===== src/rtl/cam_capture_pkg.sv =====
// Shared types and defaults for the camera frame-capture stage.
package cam_capture_pkg;

  typedef enum logic [1:0] {
    IDLE,
    ARM,
    CAPTURE,
    DONE
  } cap_state_e;

  typedef logic [15:0] rgb565_t;

  localparam int DEF_OUT_W = 40;
  localparam int DEF_OUT_H = 30;
  localparam int DEF_DECIM = 16;
  localparam int CNT_W     = 10;

endpackage


===== src/rtl/cam_pixel_assembler.sv =====
// Pairs incoming camera bytes into RGB565 pixels and tracks input column/row position.
module cam_pixel_assembler
  import cam_capture_pkg::*;
(
  input  logic             clk,
  input  logic             reset,
  input  logic             en_i,
  input  logic             href_i,
  input  logic [7:0]       dat_i,
  output logic             pix_valid_o,
  output logic [15:0]      pix_data_o,
  output logic [CNT_W-1:0] col_o,
  output logic [CNT_W-1:0] row_o
);

  localparam logic [CNT_W-1:0] CNT_MAX = '1;

  logic             phase_q, phase_d;
  logic             href_q;
  logic [7:0]       hi_q, hi_d;
  logic [CNT_W-1:0] col_q, col_d;
  logic [CNT_W-1:0] row_q, row_d;

  always_comb begin
    phase_d = 1'b0;
    hi_d    = hi_q;
    col_d   = col_q;
    row_d   = row_q;
    if (!en_i) begin
      col_d = '0;
      row_d = '0;
    end else if (href_i) begin
      phase_d = ~phase_q;
      if (!phase_q) begin
        hi_d = dat_i;
      end else if (col_q != CNT_MAX) begin
        col_d = col_q + 1'b1;
      end
    end else if (href_q) begin
      // Line end: any unpaired trailing byte is simply abandoned with the phase reset.
      col_d = '0;
      if (row_q != CNT_MAX) row_d = row_q + 1'b1;
    end
  end

  always_ff @(posedge clk) begin
    if (reset) begin
      phase_q <= 1'b0;
      href_q  <= 1'b0;
      col_q   <= '0;
      row_q   <= '0;
    end else begin
      phase_q <= phase_d;
      href_q  <= href_i;
      col_q   <= col_d;
      row_q   <= row_d;
    end
  end

  always_ff @(posedge clk) begin
    hi_q <= hi_d;
  end

  // The pixel is reported combinationally on its low byte, tagged with its pre-increment column.
  assign pix_valid_o = en_i & href_i & phase_q;
  assign pix_data_o  = {hi_q, dat_i};
  assign col_o       = col_q;
  assign row_o       = row_q;

endmodule


===== src/rtl/cam_frame_capture.sv =====
// One-shot frame capture: arms on start, decimates and crops one frame, streams pixels to the scratchpad.
module cam_frame_capture
  import cam_capture_pkg::*;
#(
  parameter int OUT_W      = DEF_OUT_W,
  parameter int OUT_H      = DEF_OUT_H,
  parameter int DECIM      = DEF_DECIM,
  parameter int ADDR_WIDTH = 11
) (
  input  logic                  clk,
  input  logic                  reset,
  input  logic                  cam_vsync,
  input  logic                  cam_href,
  input  logic [7:0]            cam_dat,
  input  logic                  start,
  output logic                  busy,
  output logic                  done,
  output logic                  overflow,
  output logic                  wr_valid,
  input  logic                  wr_ready,
  output logic [ADDR_WIDTH-1:0] wr_addr,
  output logic [15:0]           wr_data
);

  localparam int                    SH      = $clog2(DECIM);
  localparam logic [CNT_W-1:0]      DMASK   = CNT_W'(DECIM - 1);
  localparam logic [CNT_W-1:0]      OUT_W_C = CNT_W'(OUT_W);
  localparam logic [CNT_W-1:0]      OUT_H_C = CNT_W'(OUT_H);
  localparam logic [ADDR_WIDTH-1:0] OUT_W_A = ADDR_WIDTH'(OUT_W);

  cap_state_e state_q, state_d;
  logic       vsync_q;
  logic       overflow_q;
  logic       wr_valid_q;
  logic [ADDR_WIDTH-1:0] wr_addr_q;
  logic [15:0]           wr_data_q;

  logic                  pix_valid;
  logic [15:0]           pix_data;
  logic [CNT_W-1:0]      col_in, row_in, col_out, row_out;
  logic                  keep;
  logic [ADDR_WIDTH-1:0] pix_addr;

  cam_pixel_assembler u_asm (
    .clk         (clk),
    .reset       (reset),
    .en_i        (state_q == CAPTURE),
    .href_i      (cam_href),
    .dat_i       (cam_dat),
    .pix_valid_o (pix_valid),
    .pix_data_o  (pix_data),
    .col_o       (col_in),
    .row_o       (row_in)
  );

  assign col_out  = col_in >> SH;
  assign row_out  = row_in >> SH;
  assign keep     = pix_valid && ((col_in & DMASK) == '0) && ((row_in & DMASK) == '0)
                    && (col_out < OUT_W_C) && (row_out < OUT_H_C);
  // Address is derived from position, so dropped or short lines never shift later pixels.
  assign pix_addr = ADDR_WIDTH'(row_out) * OUT_W_A + ADDR_WIDTH'(col_out);

  always_comb begin
    state_d = state_q;
    busy    = 1'b0;
    done    = 1'b0;
    unique case (state_q)
      IDLE:    if (start) state_d = ARM;
      ARM: begin
        busy = 1'b1;
        if (vsync_q && !cam_vsync) state_d = CAPTURE;
      end
      CAPTURE: begin
        busy = 1'b1;
        // vsync was low on entry, so a high level here means it has risen; drain the pending write first.
        if (cam_vsync && !wr_valid_q) state_d = DONE;
      end
      DONE: begin
        done    = 1'b1;
        state_d = IDLE;
      end
      default: state_d = IDLE;
    endcase
  end

  always_ff @(posedge clk) begin
    if (reset) state_q <= IDLE;
    else       state_q <= state_d;
  end

  always_ff @(posedge clk) begin
    if (reset) begin
      vsync_q    <= 1'b0;
      overflow_q <= 1'b0;
      wr_valid_q <= 1'b0;
      wr_addr_q  <= '0;
      wr_data_q  <= '0;
    end else begin
      vsync_q <= cam_vsync;
      if (state_q == IDLE && start) overflow_q <= 1'b0;
      if (keep) begin
        if (wr_valid_q && !wr_ready) begin
          overflow_q <= 1'b1;
        end else begin
          wr_valid_q <= 1'b1;
          wr_addr_q  <= pix_addr;
          wr_data_q  <= pix_data;
        end
      end else if (wr_ready) begin
        wr_valid_q <= 1'b0;
      end
    end
  end

  assign overflow = overflow_q;
  assign wr_valid = wr_valid_q;
  assign wr_addr  = wr_addr_q;
  assign wr_data  = wr_data_q;

endmodule


===== config.mk =====
export PLATFORM = sky130hd
export DESIGN_NAME = cam_frame_capture
export DESIGN_NICKNAME = d
export VERILOG_FILES = /design/src/rtl/cam_capture_pkg.sv /design/src/rtl/cam_pixel_assembler.sv /design/src/rtl/cam_frame_capture.sv
export SDC_FILE = /design/constraint.sdc
export NUM_CORES = 1
export LEC_CHECK = 0
export CORE_MARGIN = 8
export CORE_UTILIZATION = 57
export DETAILED_ROUTE_END_ITERATION = 12
export PLACE_DENSITY = 0.84
export SLEW_MARGIN = 20
export SYNTH_ARGS = -nofsm -noshare
export SYNTH_HDL_FRONTEND = slang
export SYNTH_SLANG_ARGS = --single-unit

===== constraint.sdc =====
create_clock -name clk -period 6.4 [get_ports clk]
set_clock_uncertainty 0.15 [all_clocks]
set_input_delay 1.92 -clock clk [delete_from_list [all_inputs] [get_ports clk]]
set_output_delay 1.92 -clock clk [all_outputs]
set_load 0.02 [all_outputs]

# Yosys cells after proc, flatten, opt, wreduce, memory -nomap -nowiden
# Cells that the tools add are included.
# Widths: inputs -> output; s select.
[word_totals] latchBits=0 memories=0 ramBits=0 register_bits=62 out_inout_bits=31 in_bits=14 rom_bits=0 word_cells=75
[classes] addsub=3 n_shift=0 bitwise=6 eq_ne=11 n_reduce_logical=25 muxes=16 div_mod_pow=0 mul=1 order_cmp=2
[op_table] op="$mux 10" n=4
[op_table] op="$add 10x1->10 const B" n=2
[op_table] op="$logic_not 10->1" n=2
[op_table] op="$ne 10x10->1 const B" n=2
[op_table] op="$reduce_and 3->1" n=4
[op_table] op="$add 11x6->11" n=1
[op_table] op="$logic_and 1x1->1" n=8
[op_table] op="$mul 6x3->8 const B" n=1
[op_table] op="$mux 1" n=8
[op_table] op="$ne 2x2->1 const B" n=4
[op_table] op="$pmux 2 s4" n=1
[op_table] op="$lt 6x5->1 const B" n=1
[op_table] op="$lt 6x6->1 const B" n=1
[op_table] op="$mux 2" n=3
[op_table] op="$eq 2x2->1 const B" n=2
[op_table] op="$ne 2x1->1 const B" n=2
[op_table] op="$not 1->1" n=4
[op_table] op="$reduce_and 2->1" n=2
[op_table] op="$reduce_bool 2->1" n=2
[op_table] op="$reduce_or 2->1" n=2
[op_table] op="$logic_not 1->1" n=3
[op_table] op="$reduce_or 3->1" n=1
[op_table] op="$and 1x1->1" n=2
[op_table] op="$eq 2x1->1 const B" n=1
[op_table] op="$logic_not 2->1" n=1

# Depth between registers and ports, before layout
# Gate-level depths: netlist of run 1.
[logic_depth] ltp_word=9 depth_mapped=9 mapped_depth_nobuf=8

# Hierarchy
# Synthesis of run 1 repeated with hierarchy kept, for this count alone.
[hier_totals] hier_cells=313 area_unflattened_um2=3119.2
[modules_own_cells] mod="cam_frame_capture" instances=1 seq_area_each_um2=640.6 cells_each=161 area_per_inst_um2=1629.1
[modules_own_cells] mod="cam_pixel_assembler" instances=1 seq_area_each_um2=680.7 cells_each=152 area_per_inst_um2=1490.2

# Worst setup path before layout of run 1
# No wires, ideal clock.
[synth_path] path_kind="in2reg" start="input cam_href" end="register wr_addr_q[10], in the netlist wr_addr[10]" path_slack_ps=3096 n_path_buf=1 arrival_ps=3039 stages=5 t_required_ps=6135 setup_time_ps=115 path_cell_list="nand4_1 > or3_1 > buf_2 > or3_1 > and3_1"
[synth_via] elab_chain_len=7
[synth_rtl] item="start: declaration" line="cam_frame_capture.sv:13" source="input logic cam_href,"
[synth_rtl] item="$and 1x1->1 (2 in a row)" line="cam_pixel_assembler.sv:65" source="assign pix_valid_o = en_i & href_i & phase_q;"
[synth_rtl] item="$logic_and 1x1->1 (2 in a row)" line="cam_frame_capture.sv:58" source="assign keep = pix_valid && ((col_in & DMASK) == '0) && ((row_in & DMASK) == '0)"
[synth_rtl] item="$logic_and 1x1->1 (2 in a row)" line="cam_frame_capture.sv:59" source="&& (col_out < OUT_W_C) && (row_out < OUT_H_C);"
[synth_rtl] item="$reduce_and 2->1 (no line)"
[synth_rtl] item="end signal: assignment" line="cam_frame_capture.sv:106" source="wr_addr_q <= pix_addr;"
[synth_rtl] item="end: declaration" line="cam_frame_capture.sv:35" source="logic [ADDR_WIDTH-1:0] wr_addr_q;"
# Every way passes these cells.
# A chain may end at the register's enable or synchronous reset.

# Worst setup path after layout of run 1
# Same ends and word-level chain as after synthesis.

==> flow_metrics.env, run 1 <==
export IMPL_status="finished clean"
export IMPL_worstMarginPinSlew_ns=0.879
export IMPL_synth_edff_count=8
export IMPL_ant_nets=0
export IMPL_clkSinkCount=62
export IMPL_htree_levels=3
export IMPL_finalCritPeriodShare_pct=63.2
export IMPL_yosysMostFrequentCell="nand2_1"
export IMPL_slew_violations=0
export IMPL_place_hpwl_um=4180
export IMPL_cp_top_family="simple AND/OR/NAND/NOR gates"
export IMPL_max_freq_mhz=247
export IMPL_ys_async_sr_fraction_pct=0
export IMPL_vdd_drop_max_mv=0.172
export IMPL_drc_errors=0
export IMPL_critPathKind="input pin to flop"
export IMPL_grt_overflow=0
export IMPL_nNetsFinal=398
export IMPL_grt_pass1_wl_um=10200
export IMPL_synth_common_cells="nand2_1, dfxtp_1, a21oi_1"
export IMPL_synth_top_cells_by_area="dfxtp_1, edfxtp_1, ha_1"
export IMPL_port_buffers=44
export IMPL_io_pins=45
export IMPL_antenna_found_initial=0
export IMPL_yosys_area_top_type="dfxtp_1"
export IMPL_crit_buf_inv=1
export IMPL_ys_warn_count=0
export IMPL_drtIter0Drc=133
export IMPL_num_rows=25
export IMPL_p_total_uw=879
export IMPL_setup_violations=0
export IMPL_wl_per_cell_um=13.8
export IMPL_cts_resized=0
export IMPL_die_w_um=86.5
export IMPL_critPathMostFrequentCell="or3_1"
export IMPL_drive_above_1_share_pct=5.16
export IMPL_clock_root_buffer="clkbuf_8"
export IMPL_min_path_type="flop to flop"
export IMPL_grt_max_degree=36
export IMPL_initial_core_util_pct=59.6
export IMPL_synth_seq_cells=62
export IMPL_grt_usage_pct=17.2
export IMPL_firstDrtPassIters=4
export IMPL_grt_pass1_vias=2276
export IMPL_core_area_um2=4750
export IMPL_path_clk_slew_ns=0.06
export IMPL_worstPathArrival_ns=4.12
export IMPL_critPathLaunchType="input pin"
export IMPL_clock_path_buffers=2
export IMPL_cts_hold_buffers=0
export IMPL_crit_slowest_cell="or3_1"
export IMPL_clk_insertion_delay_late_ns=0.33
export IMPL_p_leak_uw=0.00129
export IMPL_vias=2304
export IMPL_hold_ws_ns=0.299
export IMPL_area_growth_pct=24.7
export IMPL_crit_required_ns=6.48
export IMPL_cts_buffers=9
export IMPL_die_y_um=86.5
export IMPL_cpPeakStageDelay_ns=0.75
export IMPL_syn_area_per_cell_um2=8.94
export IMPL_antenna_cells=0
export IMPL_cp_end_kind="flop"
export IMPL_maxSlewHeadroom_pct=41.4
export IMPL_rsz0062_at_grt="no"
export IMPL_die_area_um2=7480
export IMPL_stdcell_area_um2=3530
export IMPL_cts_tree="done"
export IMPL_p_per_area_nw_per_um2=249
export IMPL_final_min_clock_period_ns=4.05
export IMPL_wl_um=6020
export IMPL_placed_area_um2=3330
export IMPL_gp_congestion=0.838
export IMPL_syn_area_um2=2830
export IMPL_synthesis_nets=352
export IMPL_tns_ns=0
export IMPL_synth_top_area_share_pct=38.1
export IMPL_worstPathCellList="clkdlybuf4s50_1 -> nand4_1 -> or3_1 -> or3_1 -> and3_1"
export IMPL_worst_path_max_fanout=27
export IMPL_cts_setup_buffers=0
export IMPL_synth_cell_types=40
export IMPL_yosys_most_used_dff="dfxtp_1"
export IMPL_hold_viol=0
export IMPL_viasPerCell=5.30
export IMPL_max_cap_viol_count=0
export IMPL_synth_cells=317
export IMPL_ys_seq_area_share_pct=46.6
## cell type report
type | count | area, µm²
multi-input combinational | 233 | 1430
inverter | 11 | 41.3
tap | 67 | 83.8
clock inverter | 5 | 75.1
clock buffer | 11 | 131
fill | 368 | 1220
timing repair buffer | 46 | 455
sequential | 62 | 1320
## metal layers
layer / part of all wire (%) / global-route usage [%] / up-vias
li1: - / - / 1189
met1: 46 / 20.2 / 1061
met2: 47 / 28.4 / 43
met3: 4.3 / 3.69 / 11
met4: 2.0 / 9.70 / 0
met5: 0 / 0 / -
## path summary, 6_finish.rpt
| check | start | slack [ns] | depth (start not counted) | endpoint |
|---|---|---|---|---|
| setup / recovery | cam_href | 2.35 | 5 | wr_addr[10] |
| hold / removal | wr_addr[0] | 0.30 | 2 | wr_addr[0] |
| setup reg to reg | u_asm.row_o[5] | 3.57 | 8 | wr_addr[10] |
| hold reg to reg | wr_addr[0] | 0.30 | 2 | wr_addr[0] |
## where the power goes
group / internal, µW / switching, µW / total (µW)
clock: 217 / 146 / 363
sequential: 409 / 7.82 / 417
combinational: 41.7 / 56.8 / 98.5
## state kept, by name, summed over array words and instances (netlist names), 2 cells and up
signal / flops
u_asm.hi_q: 8
wr_addr: 11
state_q: 2
wr_data: 16
u_asm.col_o: 10
u_asm.row_o: 10
## placed cells by master (no fill, tap or decap), drive strengths merged, types with 2 or more instances in the layout
cell type | netlist | routed
clkdlybuf4s50 | 0 | 44
a21oi | 36 | 36
and3 | 6 | 6
nand2b | 4 | 4
bufinv | 0 | 2
nor3 | 5 | 5
and4 | 2 | 2
clkbuf | 7 | 11
o21ai | 7 | 7
buf | 4 | 2
or3 | 6 | 6
a211oi | 2 | 2
clkinv | 0 | 3
inv | 11 | 11
xor2 | 11 | 11
nand2 | 63 | 63
ha | 19 | 19
nor2 | 26 | 26
xnor2 | 8 | 8
nand4 | 8 | 8
a41oi | 2 | 2
nand3 | 6 | 6
edfxtp | 8 | 8
nor2b | 2 | 2
a21o | 3 | 3
dfxtp | 54 | 54
mux2i | 2 | 2
fa | 2 | 2
## kinds of logic (layout without fill, tap and decap cells)
family | after synthesis | in the layout | share of synthesized area [%]
multiplexers | 3 | 3 | 1.10
flip-flops | 62 | 62 | 46.6
AND/OR/NAND/NOR | 133 | 133 | 22.0
adder cells (fa/ha/maj) | 21 | 21 | 9.80
XOR/XNOR | 19 | 19 | 5.87
AO/OA/AOI/OAI | 57 | 57 | 11.6
buffers and inverters | 22 | 73 | 3.05
## metrics by stage
stage               utilization, %  cells  setup WS (ns)
finish                        74.3    435           2.35
global route                  74.3    435           2.19
CTS                           74.3    435           2.35
detailed placement            70.0    419           2.02
global placement              70.0    419           2.05
floorplan                        -    317           3.10
## worst register-to-register path, stage by stage (launching register included)
cell and delay [ns]:
dfxtp_1 0.53, ha_1 0.30, ha_1 0.23, fa_1 0.49, and3_1 0.17, a32oi_1 0.23
nor4_1 0.10, or3_1 0.35, and3_1 0.16
No activity file was read; power rests on OpenSTA's default activity.
==> run 2: changes to the inputs <==
Settings changed: CORE_UTILIZATION 57 to 48, PLACE_DENSITY 0.84 to 0.76.
Clock period 6.4 ns to 3.45 ns, I/O delays scaled along.
==> run 2 against run 1 <==
Core utilization down 13 points. Die area up 15%. First-iteration DRC count rose by 37%. Design area up 1.3%. Register-to-register slack worse by 2.9 ns.
==> flow_metrics.env, run 2 (synthesized netlist as in run 1, its figures left out) <==
export IMPL_max_freq_mhz=344
export IMPL_antenna_found_initial=0
export IMPL_max_cap_viol_count=0
export IMPL_grt_max_degree=35
export IMPL_drive_above_1_share_pct=6.45
export IMPL_initial_core_util_pct=48.7
export IMPL_post_place_ws_ns=0.386
export IMPL_wl_um=6170
export IMPL_largest_register_ffs=16
export IMPL_utilization_pct=61.6
export IMPL_p_per_area_nw_per_um2=462
export IMPL_clock_path_buffers=2
export IMPL_nNetsFinal=402
export IMPL_p_total_uw=1660
export IMPL_rsz0062_at_grt="no"
export IMPL_drc_errors=0
export IMPL_crit_required_ns=2.26
export IMPL_grt_pass1_vias=2183
export IMPL_finalCritPeriodShare_pct=84.2
export IMPL_cts_buffers=9
export IMPL_layout_commonest_cell="nand2_1"
export IMPL_cp_end_kind="output pin"
export IMPL_grt_pass1_wl_um=10100
export IMPL_worstMarginPinSlew_ns=0.590
export IMPL_grt_overflow=0
export IMPL_die_w_um=92.8
export IMPL_antenna_cells=0
export IMPL_worstPathArrival_ns=1.72
export IMPL_layout_setup_ws_ns=0.545
export IMPL_critPathKind="flop to output pin"
export IMPL_io_pins=45
export IMPL_gp_congestion=0.853
export IMPL_firstDrtPassIters=4
export IMPL_path_clk_slew_ns=0.07
export IMPL_p_leak_uw=0.00131
export IMPL_setup_violations=0
export IMPL_min_path_type="flop to flop"
export IMPL_core_area_um2=5820
export IMPL_htree_levels=3
export IMPL_clk_insertion_delay_late_ns=0.35
export IMPL_cts_hold_buffers=0
export IMPL_port_buffers=44
export IMPL_die_area_um2=8620
export IMPL_critPathLaunchType="flop"
export IMPL_layout_common_cells="nand2_1, dfxtp_1, clkdlybuf4s50_1"
export IMPL_status="finished clean"
export IMPL_vdd_drop_max_mv=0.195
export IMPL_tns_ns=0
export IMPL_grt_usage_pct=14.6
export IMPL_die_y_um=92.8
export IMPL_viasPerCell=5.25
export IMPL_num_rows=28
export IMPL_clock_root_buffer="clkbuf_8"
export IMPL_ant_nets=0
export IMPL_worst_path_max_fanout=4
export IMPL_place_hpwl_um=4360
export IMPL_slew_violations=0
export IMPL_hold_ws_ns=0.306
export IMPL_final_min_clock_period_ns=2.91
export IMPL_hold_viol=0
export IMPL_clkSinkCount=62
export IMPL_cts_setup_buffers=0
export IMPL_cts_tree="done"
export IMPL_maxSlewHeadroom_pct=59.6
export IMPL_area_growth_pct=26.4
export IMPL_cts_resized=0
export IMPL_wl_per_cell_um=13.8
export IMPL_vias=2345
export IMPL_drtIter0Drc=182
[run 2: changes by cell type in the layout (fill, tap and decap cells not counted), sizes merged]
cell | before | now
clkbuf | 11 | 10
buf | 2 | 6
clkinvlp | 0 | 1
[run 2: layer usage]
metal  global-route usage (%)  wire length [µm]  vias to the layer above
li1                         -                 -                     1198
met4                     5.23               101                        0
met5                        0                 0                        -
met3                     5.83               329                       10
met2                     24.1              2910                       43
met1                     16.7              2840                     1094
[run 2: power by group]
group	total, µW	internal (µW)	switching (µW)
sequential	774	758	15.8
combinational	189	83.0	106
clock	693	405	288
total	1660	1250	410
[run 2: final cells by class]
class | count | area [µm²]
Clock buffer | 10 | 128
Inverter | 11 | 41.3
Sequential cell | 62 | 1320
Multi-Input combinational cell | 233 | 1430
Tap cell | 75 | 93.8
Timing Repair Buffer | 50 | 485
Clock inverter | 6 | 86.3
Fill cell | 518 | 2230
[run 2: through the flow]
stage,cell area (µm²),instances
6_report,3580,447
5_1_grt,3580,447
4_1_cts,3580,447
3_5_place_dp,3370,431
3_3_place_gp,3370,431
2_1_floorplan,2830,317
[run 2: final timing paths]
check | startpoint | endpoint | slack [ns] | cells after the start
max reg2reg | u_asm.row_o[7] | wr_addr[10] | 0.69 | 8
min | wr_data[12] | wr_data[12] | 0.31 | 2
min reg2reg | wr_data[12] | wr_data[12] | 0.31 | 2
max | state_q[0] | busy | 0.54 | 3
[run 2: critical path, stage by stage (launching register included)]
cell	delay, ns
dfxtp_1	0.39
inv_1	0.08
ha_1	0.30
clkdlybuf4s50_1	0.60
